<file path="src/rtl/pc_fetch_unit.sv">
// Instruction-fetch stage: owns the PC, fetches over a req/gnt/rvalid memory
// handshake, hands instructions to decode and traps on misaligned targets.
module pc_fetch_unit #(
  parameter int             N            = 32,
  parameter logic [N-1:0]   RESET_VECTOR = 32'h0000_0000,
  parameter logic [N-1:0]   TRAP_VECTOR  = 32'h0000_0100
) (
  input  logic         clk_i,
  input  logic         rst_ni,
  output logic [N-1:0] pc_o,
  input  logic [N-1:0] pc_plus4_i,
  input  logic [1:0]   pc_src_i,
  input  logic [N-1:0] branch_target_i,
  input  logic [N-1:0] jalr_target_i,
  output logic [N-1:0] imem_addr_o,
  output logic         imem_req_o,
  input  logic         imem_gnt_i,
  input  logic         imem_rvalid_i,
  input  logic [31:0]  imem_rdata_i,
  output logic [31:0]  instr_o,
  output logic         instr_valid_o,
  input  logic         instr_ready_i,
  output logic         misalign_trap_o,
  output logic [N-1:0] trap_addr_o,
  input  logic         trap_clr_i
);

  typedef enum logic [2:0] {IDLE, REQ, WAIT, HOLD, TRAP} state_e;

  state_e       state_q;
  logic [N-1:0] pc_q;
  logic [N-1:0] trap_addr_q;
  logic [31:0]  instr_q;
  logic         instr_valid_q;
  logic         misalign_q;
  logic [N-1:0] target_d;
  logic         misaligned_d;

  // Next-PC candidate; only consumed on the HOLD handshake edge.
  always_comb begin
    case (pc_src_i)
      2'b01:   target_d = branch_target_i;
      2'b10:   target_d = jalr_target_i & {{(N-1){1'b1}}, 1'b0};
      default: target_d = pc_plus4_i;
    endcase
    misaligned_d = (target_d[1:0] != 2'b00);
  end

  always_ff @(posedge clk_i or negedge rst_ni) begin
    if (!rst_ni) begin
      state_q       <= IDLE;
      pc_q          <= RESET_VECTOR;
      instr_q       <= '0;
      instr_valid_q <= 1'b0;
      misalign_q    <= 1'b0;
      trap_addr_q   <= '0;
    end else begin
      case (state_q)
        IDLE: state_q <= REQ;
        REQ: begin
          if (imem_gnt_i) begin
            if (imem_rvalid_i) begin
              instr_q       <= imem_rdata_i;
              instr_valid_q <= 1'b1;
              state_q       <= HOLD;
            end else begin
              state_q <= WAIT;
            end
          end
        end
        WAIT: begin
          if (imem_rvalid_i) begin
            instr_q       <= imem_rdata_i;
            instr_valid_q <= 1'b1;
            state_q       <= HOLD;
          end
        end
        HOLD: begin
          if (instr_ready_i) begin
            instr_valid_q <= 1'b0;
            if (!misaligned_d) begin
              pc_q    <= target_d;
              state_q <= REQ;
            end else begin
              misalign_q  <= 1'b1;
              trap_addr_q <= target_d;
              state_q     <= TRAP;
            end
          end
        end
        TRAP: begin
          if (trap_clr_i) begin
            pc_q       <= TRAP_VECTOR;
            misalign_q <= 1'b0;
            state_q    <= REQ;
          end
        end
        default: state_q <= IDLE;
      endcase
    end
  end

  assign pc_o            = pc_q;
  assign imem_addr_o     = pc_q;
  assign imem_req_o      = (state_q == REQ);
  assign instr_o         = instr_q;
  assign instr_valid_o   = instr_valid_q;
  assign misalign_trap_o = misalign_q;
  assign trap_addr_o     = trap_addr_q;

endmodule

</file>
<file path="config.mk">
export PLATFORM = sky130hd
export DESIGN_NAME = pc_fetch_unit
export DESIGN_NICKNAME = d
export VERILOG_FILES = /design/src/rtl/pc_fetch_unit.sv
export SDC_FILE = /design/constraint.sdc
export NUM_CORES = 1
export LEC_CHECK = 0
export ABC_CLOCK_PERIOD_IN_PS = 1560
export BUFFER_PORTS_ARGS = -buffer_cell sky130_fd_sc_hd__buf_2
export CAP_MARGIN = 20
export CORE_ASPECT_RATIO = 1.2
export CORE_MARGIN = 3
export CORE_UTILIZATION = 35
export DETAILED_ROUTE_END_ITERATION = 12
export PLACE_DENSITY = 0.67
export SLEW_MARGIN = 10
export SYNTH_ARGS = -nofsm -noshare
export SYNTH_HDL_FRONTEND = slang
export SYNTH_SLANG_ARGS = --single-unit
</file>
<file path="constraint.sdc">
create_clock -name clk_i -period 1.56 [get_ports clk_i]
set_input_delay 0 -clock clk_i [delete_from_list [all_inputs] [get_ports clk_i]]
set_output_delay 0 -clock clk_i [all_outputs]
set_load 0.03 [all_outputs]
</file>
* Yosys cells after proc, flatten, opt, wreduce, memory -nomap -nowiden
Cells that the tools add are included.
** Word-level totals
- Register bits :: 101
- Bits in latches :: 0
- RAM bits :: 0
- Memory bits (read-only) :: 0
- Input port bits :: 136
- Output and inout port bits :: 131
- Word-level logic and storage cells :: 52
- Memories kept :: 0
** Cells by class
- Add/sub/neg operators :: 0
- Multiply operators :: 0
- Divide/modulo/power cells :: 0
- Order comparisons :: 0
- Equality and inequality tests :: 12
- Shift-type cells :: 0
- Multiplexer cells :: 23
- Bitwise logic cells :: 0
- Reductions and logical operators :: 11
** Operators by type and width (number)
- 32-bit case mux with 2 select lines :: 3
- 32-bit two-way mux :: 5
- 3-bit two-way mux :: 5
- 3-bit case mux with 5 select lines :: 1
- 4-bit AND reduction :: 3
- 2-bit != test, second input constant :: 5
- 1-bit two-way mux :: 7
- 3-bit by 2-bit equality test with 1-bit output, second input constant :: 2
- 3-bit AND reduction :: 2
- 2-bit nonzero test :: 3
- 3-bit by 1-bit equality test with 1-bit output, second input constant :: 1
- 3-bit equality test, second input constant :: 1
- 3-bit logical NOT :: 1
- 1-bit case mux with 3 select lines :: 1
- 3-bit nonzero test :: 1
- 2-bit by 1-bit equality test with 1-bit output, second input constant :: 1
- 2-bit equality test, second input constant :: 1
- 2-bit by 1-bit != test with 1-bit output, second input constant :: 1
- 1-bit case mux with 2 select lines :: 1
- 2-bit AND reduction :: 1

* Logic depth before layout (Yosys ltp)
- Word-level depth :: 6
- Mapped depth :: 9
- Gate-level depth less buffers :: 6

* Worst setup path after synthesis
Ideal clock, no wire load.
- Path type :: register to register
- From :: register state_q[0]
- To :: register instr_q[10], in the netlist instr_o[10]
- Setup time :: 125 ps
- Arrival :: 1367 ps
- Data required time :: 1435 ps
- Setup slack :: 68 ps
- Cell stages (with the launch flop) :: 7
- Path buffers :: 2
- Period minus slack after synthesis :: 1492 ps
- Path through :: dfrtp_1 buf_2 inv_1 nand2_1 a21oi_4 buf_6 mux2_2
** On the way
- Longest elaborated chain between the ends :: 3
- Elaborated cells between the ends (all ways) :: 6
- Classes of those cells :: 3 x eq/ne; 1 x mux; 2 x reduce/logical
** Ends and longest elaborated chain
- start: declaration :: RTL line 30 : state_e state_q;
- start signal: assignment :: RTL line 51 : state_q <= IDLE;
- start signal: assignment :: RTL line 59 : IDLE: state_q <= REQ;
- start signal: assignment :: RTL line 65 : state_q <= HOLD;
- 3-bit by 1-bit equality test with 1-bit output or 3-bit by 2-bit equality test with 1-bit output (tied branches) :: RTL line 58 : case (state_q)
- 2-bit by 1-bit != test with 1-bit output (no source line) or 2-bit nonzero test (tied branches)
- 2-bit AND reduction (no source line)
- end signal: assignment :: RTL line 63 : instr_q <= imem_rdata_i;
- end signal: assignment :: RTL line 73 : instr_q <= imem_rdata_i;
- end: declaration :: RTL line 33 : logic [31:0] instr_q;
Parallel ways exist; a longest one is shown, timed or not.
A chain may end at the register's enable or synchronous reset.

* Worst setup path in the final report
- From :: register state_q[0]
- To :: register instr_q[19], in the netlist instr_o[19]
Same word-level chain as after synthesis.

==> results.py <==
metrics = {
    "sta": {
        "setup_violations": 0,
        "setup_clock_skew_after_layout_ns": 0.00742,
        "timing.final.hold_violations": 0,
        "fmaxAchievable_mhz": 652,
        "grt_setup_unrepaired": "true",
        "hold_slack_ns": 0.00750,
        "final-max-slew-violation-count": 0,
        "finalCriticalPeriod_ns": 1.53,
        "timing.max_slew.rel_slack_pct": 67.5,
        "worst_pin_slew_ns": 0.488,
        "final_min_period_over_clock_period_pct": 98.4,
    },
    "global_route": {
        "maximum_number_of_pins_on_one_net_before_global_route_repair": 49,
        "initial_antenna_violation_count": 0,
        "grt_usage_pct": 17.8,
        "grt_pass1_wl_mm": 22.0,
        "number_of_global_route_vias_before_repair": 4191,
        "gr-total-overflow": 0,
    },
    "clock_network": {
        "cts_inserted_buffers": 9,
        "htree_levels": 3,
        "sinks_on_the_clock_net": 101,
        "worst_skew_pair.late_latency_ns": 0.34,
        "post-cts-setup-buffers": 0,
        "cts.clk_slew.worst_paths_ns": 0.07,
        "tritoncts": "done",
        "clock-root-buffer": "sky130_fd_sc_hd__clkbuf_16",
        "cts-root-to-sink-buffers": 2,
    },
    "synth": {
        "yosysTopAreaCellShare_pct": 50.1,
        "netlist-cell-type-count": 32,
        "mappedNetlistArea_sq_um": 5040,
        "synth_xor_area_share_pct": 0,
        "ys.warnings.count": 0,
        "synth-simple-area-share_pct": 12.6,
        "synth_compound_gate_area_share_pct": 13.4,
        "synth_area_leaders": "sky130_fd_sc_hd__dfrtp_1, sky130_fd_sc_hd__mux2_2, sky130_fd_sc_hd__mux2i_1, sky130_fd_sc_hd__nand2_1, sky130_fd_sc_hd__buf_4",
        "synth_cells": 495,
        "ys_seq_elements": 101,
        "postSynthNetCount": 633,
        "yosys.area_share.adder_pct": 0.496,
        "synth_top_family_by_area": "compound AO/OA/AOI/OAI gates",
        "syn_avg_cell_area_sq_um": 10.2,
        "biggest_area_consumer_among_synthesized_cells": "sky130_fd_sc_hd__dfrtp_1",
        "yosys-mux-area-fraction_pct": 13.1,
        "yosysSeqAreaShare_pct": 50.1,
    },
    "worst_setup_path": {
        "critical_path_rt_ns": 1.79,
        "worst-endpoint-arrival_ns": 1.76,
        "critical_path.slowest_cell": "sky130_fd_sc_hd__dfrtp_2",
        "endpoint_kind": "flop",
        "timing.critical_path.from_type": "flop",
        "cp_top_family": "flip-flops",
        "critical_path_buf_inv_count": 2,
        "peak_fanout_along_the_critical_path": 16,
        "cpPeakStageDelay_ns": 0.45,
        "criticalPathCategory": "reg2reg",
        "cp_cell_sequence": "inv_1 > nand2_1 > a21oi_4 > clkbuf_16 > mux2_2",
    },
    "detailed_routing": {
        "route.final.wire_length_mm": 14.8,
        "dr_total_vias": 4544,
        "antenna_violating_nets_post_route": 0,
        "remaining_drc_errors": 0,
        "detail_route.vias_per_cell": 4.78,
        "firstDrtPassIters": 4,
        "detail_route.iter0.violations": 235,
        "routed_wire_length_per_instance_microns": 15.6,
    },
    "pwr": {
        "p_leak_nw": 3.61,
        "powerDensity_nw_per_um2": 1990,
        "design_power_total_mw": 14.3,
        "irDropWorstVdd_mv": 0.937,
    },
    "placement": {
        "port_buffers": 265,
        "dp_wirelength_mm": 10.5,
        "globalplace.congestion": 0.800,
    },
    "floorplanning": {
        "core-area_sq_um": 13900,
        "number_of_i_o_pins": 267,
        "initial_core_util_pct": 36.2,
        "dieHeight_microns": 137,
        "design.die.area_sq_um": 15900,
        "fp-row-count": 47,
        "die_width_microns": 116,
    },
    "layout": {
        "multi_input_comb_area_sq_um": 2020,
        "area_growth_pct": 42.5,
        "antenna_cells": 0,
        "nets": 912,
        "post_route_cells_drive_above_1_share_pct": 44.2,
        "num-fill-cells": 1280,
        "final-seq-area_sq_um": 2530,
    },
    "run": {
        "max_cap_viol_count": 0,
    },
    "hold_path": {
        "min_path_type": "in2reg",
    },
    "run_status": {
        "run_status": "completed",
    },
}
==> cells in the mapped netlist (all sizes together) <==
library cell  number
nand3              1
o21ai             55
a21oi             20
ha                 2
nor2              52
mux2i             30
nor3b              1
nand2             68
nand4b             1
and2              18
a31oi              1
o21a               1
and4b              1
and3b              2
inv                4
a22oi             31
dfrtp            101
nand3b             1
nand2b             2
clkbuf            16
nor3               1
o221ai             1
a21o               1
mux2              32
buf               51
o22ai              1
==> cells in the final DEF (no fill, tap or decap), drive strengths merged, types with 18 or more instances in the layout <==
cell,n
a21oi,20
a22oi,31
and2,18
buf,287
dfrtp,101
dlygate4sd3,46
mux2,32
mux2i,30
nand2,68
nor2,52
o21ai,55
==> registers in the layout, indices dropped and copies added, names as in the netlist <==
| name | cells |
|---|---|
| misalign_trap_o | 1 |
| trap_addr_o | 32 |
| imem_addr_o | 32 |
| instr_valid_o | 1 |
| state_q | 3 |
| instr_o | 32 |
==> where the power goes <==
group | total, mW | leakage [nW] | internal, mW | switching [mW]
registers | 4.55 | 1.25 | 3.80 | 0.753
clock network | 2.47 | 0.161 | 1.46 | 1.00
logic | 7.29 | 2.20 | 2.38 | 4.91
==> metal layers <==
layer,track usage (%),part of all wire [%]
met5,0,0
met4,4.83,1.2
met3,3.43,6.7
met2,31.1,50
met1,22.4,42
==> metrics by stage <==
step / setup TNS (ns) / worst slack (ns) / util, % / cell area, sq um / cells
after detailed placement: 0 / 0.00241 / 45.5 / 6340 / 886
after CTS: 0 / 0.0377 / 51.2 / 7130 / 948
after global routing: -0.497 / -0.0367 / 51.6 / 7190 / 950
final: 0 / 0.0255 / 51.6 / 7190 / 950
after global placement: 0 / 0.0750 / 45.5 / 6340 / 886
after floorplan: 0 / 0.0682 / - / 5040 / 495
==> tightest hold or removal path, cell delays in order <==
cell,delay (ns)
sky130_fd_sc_hd__buf_2,0.08
sky130_fd_sc_hd__a21oi_1,0.09
sky130_fd_sc_hd__mux2i_1,0.12
==> cell type report <==
class	count	area share, %
clock inverter	6	1.29
inverter	4	0.209
tap	171	2.98
sequential	101	35.2
timing repair buffer	335	28.9
multi-input combinational	323	28.1
clock buffer	10	3.33
==> final timing paths <==
| kind | start | to | slack, ns | cells past startpoint |
|---|---|---|---|---|
| hold / removal | pc_plus4_i[29] | imem_addr_o[29]$_DFFE_PN0P_ | 0.007 | 3 |
| max in group asynchronous | rst_ni | trap_addr_o[28]$_DFFE_PN0P_ | 0.83 | 3 |
| setup / recovery | state_q[0]$_DFFE_PN0P_ | instr_o[19]$_DFFE_PN0P_ | 0.03 | 5 |
| hold reg to reg | trap_addr_o[25]$_DFFE_PN0P_ | trap_addr_o[25]$_DFFE_PN0P_ | 0.48 | 2 |
| setup reg to reg | state_q[0]$_DFFE_PN0P_ | instr_o[19]$_DFFE_PN0P_ | 0.03 | 5 |
| min in group asynchronous | rst_ni | instr_o[2]$_DFFE_PN0P_ | 0.15 | 2 |
==> cell families (layout without fill, tap and decap cells) <==
| logic type | Yosys count | count (layout) |
|---|---|---|
| compound gates | 111 | 111 |
| fa+ha+maj | 2 | 2 |
| buf+inv | 71 | 355 |
| flops | 101 | 101 |
| mux | 62 | 62 |
| simple gates | 148 | 148 |
==> timing repair <==
action,CTS,global route
endpoints found under the hold margin,86,0
gates cloned,0,2
endpoints found under the setup margin,1,45
hold buffers,46,0
gates resized for setup,1,2
Note: power is estimated with default switching activity, not from simulation.
